**config.mk**
```make
export PLATFORM = sky130hd
export DESIGN_NAME = bar_stream_fifo
export DESIGN_NICKNAME = d
export VERILOG_FILES = /design/src/rtl/bar_stream_fifo.sv
export SDC_FILE = /design/constraint.sdc
export NUM_CORES = 1
export LEC_CHECK = 0
export CORE_ASPECT_RATIO = 1.5
export CORE_MARGIN = 2
export CORE_UTILIZATION = 45
export DETAILED_ROUTE_END_ITERATION = 8
export GPL_ROUTABILITY_DRIVEN = 0
export PLACE_DENSITY = 0.62
export SLEW_MARGIN = 40
export SYNTH_ARGS = -nofsm -noshare
export SYNTH_HDL_FRONTEND = slang
export SYNTH_SLANG_ARGS = --single-unit
```
**constraint.sdc**
```tcl
create_clock -name clk -period 2.3 [get_ports clk]
set_clock_uncertainty 0.1 [all_clocks]
set_input_delay 0.46 -clock clk [delete_from_list [all_inputs] [get_ports clk]]
set_output_delay 0.46 -clock clk [all_outputs]
set_load 0.005 [all_outputs]
```
**src/rtl/bar_stream_fifo.sv**
```systemverilog
// FWFT FIFO for a 32-bit valid/ready stream; push at edge N visible after N, no bypass; optional count port under BAR_STREAM_FIFO_COUNT_EN.
// Backpressure: in_ready/out_valid are registered (!full/!empty) and never combinational on in_valid/out_ready.
module bar_stream_fifo #(
    parameter int WIDTH = 32,
    parameter int DEPTH = 4
) (
    input  logic                     clk,
    input  logic                     rst_n,
    input  logic [WIDTH-1:0]         in_data,
    input  logic                     in_valid,
    output logic                     in_ready,
    output logic [WIDTH-1:0]         out_data,
    output logic                     out_valid,
    input  logic                     out_ready
`ifdef BAR_STREAM_FIFO_COUNT_EN
    ,
    output logic [$clog2(DEPTH):0]   count
`endif
);

    localparam int AW = $clog2(DEPTH);
    localparam int CW = AW + 1;

    logic [WIDTH-1:0] mem_q [DEPTH];
    logic [WIDTH-1:0] mem_d [DEPTH];
    logic [AW-1:0]    wr_ptr_q, wr_ptr_d;
    logic [AW-1:0]    rd_ptr_q, rd_ptr_d;
    logic [CW-1:0]    occ_q, occ_d;
    logic             in_ready_q, in_ready_d;
    logic             out_valid_q, out_valid_d;
    logic             push, pop;

    assign push = in_valid & in_ready_q;
    assign pop  = out_valid_q & out_ready;

    always_comb begin
        mem_d    = mem_q;
        wr_ptr_d = wr_ptr_q;
        rd_ptr_d = rd_ptr_q;
        if (push) begin
            mem_d[wr_ptr_q] = in_data;
            wr_ptr_d        = wr_ptr_q + AW'(1);
        end
        if (pop) begin
            rd_ptr_d = rd_ptr_q + AW'(1);
        end
        occ_d       = occ_q + CW'(push) - CW'(pop);
        // Flags come from next occupancy so they settle on the same edge as count.
        in_ready_d  = (occ_d != CW'(DEPTH));
        out_valid_d = (occ_d != '0);
    end

    always_ff @(posedge clk or negedge rst_n) begin
        if (!rst_n) begin
            for (int i = 0; i < DEPTH; i++) begin
                mem_q[i] <= '0;
            end
            wr_ptr_q    <= '0;
            rd_ptr_q    <= '0;
            occ_q       <= '0;
            in_ready_q  <= 1'b0;
            out_valid_q <= 1'b0;
        end else begin
            mem_q       <= mem_d;
            wr_ptr_q    <= wr_ptr_d;
            rd_ptr_q    <= rd_ptr_d;
            occ_q       <= occ_d;
            in_ready_q  <= in_ready_d;
            out_valid_q <= out_valid_d;
        end
    end

    assign in_ready  = in_ready_q;
    assign out_valid = out_valid_q;
    assign out_data  = mem_q[rd_ptr_q];

`ifdef BAR_STREAM_FIFO_COUNT_EN
    assign count = occ_q;
`endif

endmodule

```
==> flow_summary.yaml <==
timing:
  fmax_ghz: 0.428
  worstMarginPinSlew_ns: 0.348
  finalCriticalPeriod_ns: 2.34
  fin_ws_ns: -0.0366
  setup_viol: 10
  rsz0062_at_grt: "true"
  period_share_pct: 102
  hold_viol: 0
  slew_violations: 0
  maxSlewHeadroom_pct: 76.8
synthesis:
  synth_area_per_cell_um2: 17.2
  syn_nets: 387
  syn_area_um2: 5930
  ys_seq_elements: 137
  yosysWarnings: 0
  yosysUniqueCellTypes: 17
  yosysTopAreaCellShare_pct: 57.8
  ys_top_cells_by_area: "dfrtp_1 (58%), mux2_2 (24%), mux4_2 (12%)"
  synth_area_leader_cell: "dfrtp_1"
  synth_seq_area_share_pct: 57.8
  synthCells: 344
worst_setup_path:
  cp-end-kind: "output port"
  cp-start-kind: "flop"
  cpMostUsedCell: "buf_6"
  cp.required_ns: 1.74
  crit_chain: "buf_6 > buf_8 > buf_6 > mux4_2 > buf_2"
  critPathMaxStageDelay_ns: 0.50
  slowest_stage: "mux4_2"
  cp.arrival_ns: 1.78
  worstPathMaxFanout: 5
  crit_type: "flop to output port"
global_routing:
  antenna_found_initial: 0
  grtUsageTotal_pct: 18.3
  first_global_vias: 3665
  grt_max_degree: 64
  grt_pass1_wl_mm: 19.5
  overflow: 0
floorplan:
  fp.dieW_um: 97.7
  chipHeight_um: 145
  core_um2: 13000
  start_util_pct: 45.8
  dieArea_um2: 14100
  io_pins: 70
  num_rows: 51
clocking:
  clk_pin_slew_ns: 0.06
  clkLatencyLatePin_ns: 0.41
  cts_sinks: 137
  htreeDepth: 4
  clock-root-buffer: "clkbuf_16"
  cts_tree: "built"
  clockBufferDepth: 2
  cts_made_buffers: 17
final_layout:
  n_antenna_cell: 0
  syn_to_final_growth_pct: 30.0
  multiInputGateArea_um2: 2390
  regArea_um2: 3430
  nets: 487
  drive_gt1_share_pct: 57.2
  fill_cells: 994
  final_util_pct: 59.5
  layout.cells.non_filler: 615
  stdcell_area_um2: 7710
power_and_ir_drop:
  p_total_mw: 12.2
  p_per_area_nw_per_um2: 1580
  power.leakage_nw: 3.34
  ir_worst_vdd_v: 0.000724
route:
  drt-wirelength-per-cell_um: 19.3
  dr.pass1.iters: 4
  routed_via_density: 5.30
  ant_nets: 0
  vias: 3260
  routed_wl_mm: 11.8
  drc: 0
  drt_iter0_markers: 73
min_path:
  holdCritPathClass: "input port to async pin"
placed_design:
  io_buffers: 69
  dp_slack_ns: -0.446
  dp_cells: 572
  hpwl_mm: 7.70
  postPlaceCellArea_um2: 7000
flow_run:
  cap_viol_max_count: 0
outcome:
  violations: "setup timing"
  outcome: "finished with violations"
routing by layer:
| layer | up-vias | GRT usage, % | routed length [um] |
|---|---|---|---|
| met5 | - | 0 | 0 |
| met4 | 0 | 6.36 | 76 |
| met3 | 6 | 3.96 | 327 |
| met2 | 45 | 33.5 | 6530 |
| met1 | 1733 | 21.3 | 4910 |
| li1 | 1476 | - | - |
cell type report:
cell class / instances / area share (%)
Sequential cell: 137 / 44.5
Multi-Input combinational cell: 182 / 31.0
Timing Repair Buffer: 101 / 13.0
Clock buffer: 20 / 5.93
Clock inverter: 11 / 2.82
Tap cell: 159 / 2.58
Inverter: 5 / 0.244
cells in the mapped netlist:
master	instances
dfrtp_1	137
mux2_2	129
mux4_2	32
buf_2	16
ha_1	6
inv_1	5
nand3_1	5
buf_6	3
nand2_1	2
xnor2_1	2
and2_1	1
clkbuf_1	1
fa_1	1
nand2b_1	1
nor2_1	1
xnor3_1	1
xor2_1	1
through the flow:
step / TNS [ns] / hold slack (ns)
6_report: -0.203 / 0.389
5_1_grt: -0.753 / 0.405
4_1_cts: -0.725 / 0.393
3_5_place_dp: -1.13 / 0.253
3_3_place_gp: -0.903 / 0.247
2_1_floorplan: 0 / 0.0644
cell families after synthesis:
logic type                 count (synthesis)  synth area share [%]
and+or+nand+nor                           10                 0.823
muxes                                    161                  36.6
buffers and inverters                     25                  2.30
xor gates and xnor gates                   4                 0.823
adders and majority gates                  7                  1.60
DFF                                      137                  57.8
timing repair:
item / in CTS / in global routing
hold endpoints to repair: 26 / 0
setup endpoints to repair: 33 / 20
hold buffers: 1 / 0
resized for setup: 140 / 7
buffers inserted: 9 / 2
gates cloned: 1 / 0
pin swaps: 1 / 0
layout by cell type, fill, tap and decap left out, drive strengths merged, types with 2 or more instances in the layout:
| cell type | count |
|---|---|
| nand2 | 2 |
| clkinv | 2 |
| bufinv | 6 |
| ha | 6 |
| clkinvlp | 2 |
| dfrtp | 137 |
| mux2 | 129 |
| inv | 6 |
| nand3 | 5 |
| xnor2 | 2 |
| mux4 | 32 |
| buf | 62 |
| clkdlybuf4s50 | 36 |
| clkbuf | 22 |
worst max-delay path: cells and delay by family (launching register included):
family,cells,cell delay [ns]
muxes,1,0.50
buffers and inverters,4,0.50
DFF,1,0.37
power breakdown:
| part | switching [mW] | leakage (nW) | internal (mW) |
|---|---|---|---|
| sequential | 0.582 | 1.62 | 3.66 |
| combinational | 1.71 | 1.41 | 3.14 |
| clock | 0.994 | 0.323 | 2.09 |
| total | 3.28 | 3.34 | 8.89 |
sequential cells by signal (all words and copies together) (netlist names):
| signal | cells |
|---|---|
| rd_ptr_q | 2 |
| in_ready | 1 |
| wr_ptr_q | 2 |
| out_valid | 1 |
| mem_q | 128 |
| occ_q | 3 |
path summary, 6_finish.rpt:
check / startpoint / endpoint / slack, ns / cells after the start
setup / recovery: rd_ptr_q[0] / out_data[10] / -0.04 / 5
hold / removal: rst_n / mem_q[51] / 0.39 / 2
setup reg to reg: out_valid / out_valid / 0.23 / 7
hold reg to reg: mem_q[57] / mem_q[57] / 0.40 / 1
max in group asynchronous: rst_n / rd_ptr_q[1] / 1.08 / 3
min in group clk: mem_q[57] / mem_q[57] / 0.40 / 1
Note: power is estimated with default switching activity, not from simulation.
